<file path="config.mk">
export PLATFORM = sky130hd
export DESIGN_NAME = mem_1rw_masked
export DESIGN_NICKNAME = d
export VERILOG_FILES = /design/src/rtl/mem_1rw_masked.sv
export SDC_FILE = /design/constraint.sdc
export NUM_CORES = 2
export LEC_CHECK = 0
export ABC_AREA = 1
export CORE_MARGIN = 1
export CORE_UTILIZATION = 25
export CTS_CLUSTER_DIAMETER = 80
export DETAILED_ROUTE_END_ITERATION = 8
export PLACE_DENSITY = 0.41
export SETUP_SLACK_MARGIN = 0.02
export SYNTH_ARGS = -nofsm -noshare
export SYNTH_HDL_FRONTEND = slang
export SYNTH_SLANG_ARGS = --single-unit
export TNS_END_PERCENT = 1
</file>
<file path="constraint.sdc">
create_clock -name clock -period 2.84 [get_ports clock]
set_clock_uncertainty 0.2 [all_clocks]
set_input_delay 0.426 -clock clock [delete_from_list [all_inputs] [get_ports clock]]
set_output_delay 0.426 -clock clock [all_outputs]
set_load 0.005 [all_outputs]
</file>
<file path="src/rtl/mem_1rw_masked.sv">
// mem_1rw_masked: parametrised single-port (1RW) synchronous RAM with a
// per-byte write mask, a valid/ready request/response handshake with
// response backpressure, and a zero-fill sweep after every reset.
//
// Optional build macro MEM_OUT_REG_EN: adds an output register after the
// array read. Read latency becomes 2 cycles and only one read is ever in
// flight. When the macro is undefined, read latency is 1 cycle.
//
// state   | meaning
// --------+-----------------------------------------------------------
// ST_INIT | zero-fill sweep, one word per cycle; requests are refused
// ST_RUN  | normal operation; requests accepted when req_ready is high

module mem_1rw_masked #(
   parameter  int DATA_W = 64,
   parameter  int DEPTH  = 32,
   localparam int ADDR_W = (DEPTH > 1) ? $clog2(DEPTH) : 1,
   localparam int MASK_W = DATA_W / 8
) (
   input  logic              clock,
   input  logic              reset,
   input  logic              req_valid,
   output logic              req_ready,
   input  logic              req_we,
   input  logic [ADDR_W-1:0] req_addr,
   input  logic [DATA_W-1:0] req_wdata,
   input  logic [MASK_W-1:0] req_wmask,
   output logic              rsp_valid,
   input  logic              rsp_ready,
   output logic [DATA_W-1:0] rsp_data,
   output logic              init_done
);

   typedef enum logic {ST_INIT, ST_RUN} state_t;

   localparam logic [ADDR_W:0]   DEPTH_EXT = (ADDR_W+1)'(DEPTH);
   localparam logic [ADDR_W-1:0] LAST_IDX  = ADDR_W'(DEPTH - 1);

   state_t            state;
   logic [ADDR_W-1:0] init_cnt;
   logic [DATA_W-1:0] mem [DEPTH];

   logic              in_range;
   logic              accept;
   logic              rd_accept;
   logic              wr_accept;
   logic [DATA_W-1:0] rd_word;

   // Addresses past the end of a non-power-of-two array are legal on the
   // bus: writes to them are dropped and reads of them return zero.
   assign in_range  = ({1'b0, req_addr} < DEPTH_EXT);
   assign accept    = req_valid & req_ready;
   assign rd_accept = accept & ~req_we;
   assign wr_accept = accept & req_we & in_range;
   assign rd_word   = in_range ? mem[req_addr] : '0;

   // Sequencer: sweep every word once after reset, then stay in RUN.
   always_ff @(posedge clock or negedge reset) begin
      if (!reset) begin
         state     <= ST_INIT;
         init_cnt  <= '0;
         init_done <= 1'b0;
      end else begin
         case (state)
            ST_INIT: begin
               if (init_cnt == LAST_IDX) begin
                  state     <= ST_RUN;
                  init_cnt  <= '0;
                  init_done <= 1'b1;
               end else begin
                  init_cnt <= init_cnt + 1'b1;
               end
            end
            ST_RUN: begin
               state     <= ST_RUN;
               init_done <= 1'b1;
            end
            default: begin
               state     <= ST_INIT;
               init_cnt  <= '0;
               init_done <= 1'b0;
            end
         endcase
      end
   end

   // Storage array: no reset of its own; cleared by the sweep, then
   // updated byte-by-byte under the write mask.
   always_ff @(posedge clock) begin
      if (state == ST_INIT) begin
         mem[init_cnt] <= '0;
      end else if (wr_accept) begin
         for (int i = 0; i < MASK_W; i++) begin
            if (req_wmask[i]) begin
               mem[req_addr][8*i +: 8] <= req_wdata[8*i +: 8];
            end
         end
      end
   end

`ifdef MEM_OUT_REG_EN

   logic              s1_valid;
   logic [DATA_W-1:0] s1_data;

   // One read outstanding: nothing new while the extra stage or a stalled
   // response is still occupied.
   assign req_ready = (state == ST_RUN) & ~s1_valid & (~rsp_valid | rsp_ready);

   // Extra stage: captures the array word at accept, drains into the
   // response register as soon as that register is free.
   always_ff @(posedge clock or negedge reset) begin
      if (!reset) begin
         s1_valid <= 1'b0;
         s1_data  <= '0;
      end else if (rd_accept) begin
         s1_valid <= 1'b1;
         s1_data  <= rd_word;
      end else if (s1_valid & (~rsp_valid | rsp_ready)) begin
         s1_valid <= 1'b0;
      end
   end

   // Response register: holds under backpressure, keeps last data when idle.
   always_ff @(posedge clock or negedge reset) begin
      if (!reset) begin
         rsp_valid <= 1'b0;
         rsp_data  <= '0;
      end else if (~rsp_valid | rsp_ready) begin
         rsp_valid <= s1_valid;
         if (s1_valid) begin
            rsp_data <= s1_data;
         end
      end
   end

`else

   // Writes also wait behind an unconsumed response, keeping the port
   // strictly in order.
   assign req_ready = (state == ST_RUN) & (~rsp_valid | rsp_ready);

   // Response register: loads on read accept, holds under backpressure,
   // keeps last data when idle.
   always_ff @(posedge clock or negedge reset) begin
      if (!reset) begin
         rsp_valid <= 1'b0;
         rsp_data  <= '0;
      end else if (rd_accept) begin
         rsp_valid <= 1'b1;
         rsp_data  <= rd_word;
      end else if (rsp_ready) begin
         rsp_valid <= 1'b0;
      end
   end

`endif

endmodule

</file>
==> results_dict.tcl <==
set metrics [dict create \
    end_kind "flop" \
    setup_viol 486 \
    period_minus_slack_ns 2.96 \
    path_cells "nand2_2 -> nand4_4 -> a21oi_4 -> nor2_4 -> nand2_4 -> buf_8 -> nand2_1 -> nand2_4 -> buf_4 -> nand3_4 -> buf_12 -> buf_4 -> nor3_4" \
    final_area_mm2 0.108 \
    wl_mm 290 \
    status "finished, violations left" \
    place_congestion 0.816 \
    antenna_found_initial 1 \
    worst_pin_slew_ns 1.06 \
    yosys_warnings 0 \
    dieHeight_um 589 \
    tritoncts "done" \
    worstSetupStartpointType "flop" \
    finalCritPeriodShare_pct 104 \
    clk_latency_ns 0.90 \
    min_path_type "in2reg" \
    dr_total_vias 57700 \
    fillCellCount 34500 \
    layout_common_cells "edfxtp_1 (2048), nand3_1 (876), nand2_1 (804), o21ai_0 (709), nor2_1 (578)" \
    max_stage_delay_ns 0.39 \
    cts_made_buffers 242 \
    cp_max_fo 10 \
    tns_ns -17.40 \
    syn_inst 6980 \
    grt_pass1_wl_mm 415 \
    cap_violations 0 \
    drt-initial-drc-count 5921 \
    placed_cell_area_mm2 0.0980 \
    ir_worst_vdd_mv 0.506 \
    drive_above_1_share_pct 17.4 \
    core_mm2 0.343 \
    synth_area_mm2 0.0863 \
    grt_max_degree 129 \
    dieWidth_um 589 \
    ys_seq_area_share_pct 73.4 \
    ys_ff_latch 2120 \
    leakagePower_uw 0.0378 \
    h-tree-depth 4 \
    clockBufferDepth 4 \
    synth.top_cell.area_share_pct 71.3 \
    start_util_pct 25.1 \
    r2r_slack_ns -0.12 \
    wl_per_cell_um 23.7 \
    drtAntennaViolNets 0 \
    drt_pass1_iterations 5 \
    p_per_area_mw_per_mm2 673 \
    die_area_mm2 0.347 \
    placementRows 215 \
    synth_area_leaders "edfxtp_1 (71%), nand3_1 (5.1%), o21ai_0 (4.1%), nand2_1 (3.5%), nor2_1 (2.8%)" \
    grt_pass1_vias 58400 \
    portBuffers 148 \
    layout_setup_ws_ns -0.123 \
    gr-total-overflow 0 \
    failed_checks "setup timing" \
    hold_viol 0 \
    cp.required_ns 3.19 \
    clk_pin_slew_ns 0.06 \
    vias_per_cell 4.71 \
    drc_errors 0 \
    synthDistinctLibCells 28 \
    avgSynthCellArea_um2 12.4 \
    hpwl_mm 181 \
    area_growth_pct 25.7 \
    track_usage_pct 16.2 \
    rsz0062_at_grt "true" \
    crit_arrival_ns 3.32 \
    cts_sinks 2120 \
    clock.fmax_ghz 0.337 \
    ios 149 \
    max_slew_margin_pct 29.6 \
    layout_commonest_cell "edfxtp_1" \
    synth_fp_nets 7064 \
    nets 7565 \
    slew_violations 0 \
    yosys.area.top_type "edfxtp_1" \
    critPathKind "reg2reg" \
    root_buffer "clkbuf_16" \
    crit_slowest_cell "dfrtp_1" \
]
-- cells by family (layout without fill, tap and decap cells) --
group	Yosys count	in the layout	synth area share, %
simple gates	2615	2617	13.5
flops	2120	2120	73.4
compound gates	1396	1396	8.68
buf+inv	847	1542	4.36
fa+ha+maj	2	2	0.0290
other cells	0	2	0
-- timing repair --
item,in CTS,in global routing
gates resized for setup,266,180
endpoints found under the setup margin,2049,2003
buffers inserted,13,28
pin swaps,14,16
hold buffers,3,0
cloned,1,3
endpoints found under the hold margin,72,0
-- sequential cells by signal, summed over array words and instances, names as in the netlist --
register and flops:
mem 2048, rsp_data 64, init_cnt 5, init_done 1, rsp_valid 1, state 1
-- synthesized netlist by cell type, drive strengths merged --
library cell / count
o21a: 56
nand3b: 2
edfxtp: 2048
nand4: 1
clkbuf: 327
o22ai: 289
or2: 1
dfrtp: 72
ha: 2
buf: 208
nor2: 645
a211oi: 1
nand3: 884
a21oi: 245
clkinv: 3
inv: 309
o21ai: 805
nor3: 258
nand2: 824
-- critical path: cells and delay by family (launching register included) --
family                 cells  cell delay [ns]
and+or+nand+nor            8             1.15
buffers and inverters      4             0.63
DFF                        1             0.39
AOI/OAI and AO/OA          1             0.22
-- layout make-up --
cell class                      instances  area [µm²]  share of cell area (%)
Timing Repair Buffer                  790        9220                    8.50
Sequential cell                      2120       63300                    58.4
Clock buffer                          291        6310                    5.82
Multi-Input combinational cell       4015       21300                    19.7
Tap cell                             4557        5700                    5.26
Antenna cell                            2        5.00                 0.00462
Inverter                              312        1210                    1.11
Clock inverter                        149        1380                    1.27
-- layer usage --
metal  track usage [%]  vias up  part of all wire (%)
li1                  -    26400                     -
met1              22.4    29100                    45
met2              26.6     1742                    48
met3              2.24      377                   5.2
met4              4.45        0                   2.5
met5                 0        -                     0
-- power breakdown --
group | leakage, µW | switching, µW | internal (µW)
Clock | 0.00377 | 12700 | 17900
Combinational | 0.0148 | 4930 | 2390
Sequential | 0.0192 | 148 | 34900
-- final timing paths --
kind	from	end	cells past startpoint
min in group asynchronous	reset	rsp_data[19]	4
hold reg to reg	rsp_data[33]	rsp_data[33]	1
setup / recovery	rsp_valid	mem[18][55]	13
max in group asynchronous	reset	rsp_data[63]	4
setup reg to reg	rsp_valid	mem[18][55]	13
hold / removal	req_addr[3]	rsp_data[50]	6
-- per-stage QoR --
| step | total power [µW] | hold slack [ns] | std cells | setup WS (ns) | util (%) |
|---|---|---|---|---|---|
| final | 73000 | 0.167 | 12200 | -0.123 | 31.6 |
| after global routing | 75300 | 0.128 | 12200 | -0.238 | 31.6 |
| after CTS | 73700 | 0.0412 | 12200 | -0.156 | 31.2 |
| after detailed placement | 42800 | 0.267 | 11700 | -1.41 | 28.5 |
| after global placement | 42800 | 0.264 | 11700 | -1.48 | 28.5 |
| after floorplan | 38600 | -0.0696 | 6980 | 0.0541 | - |
No activity file was read; power rests on OpenSTA's default activity.
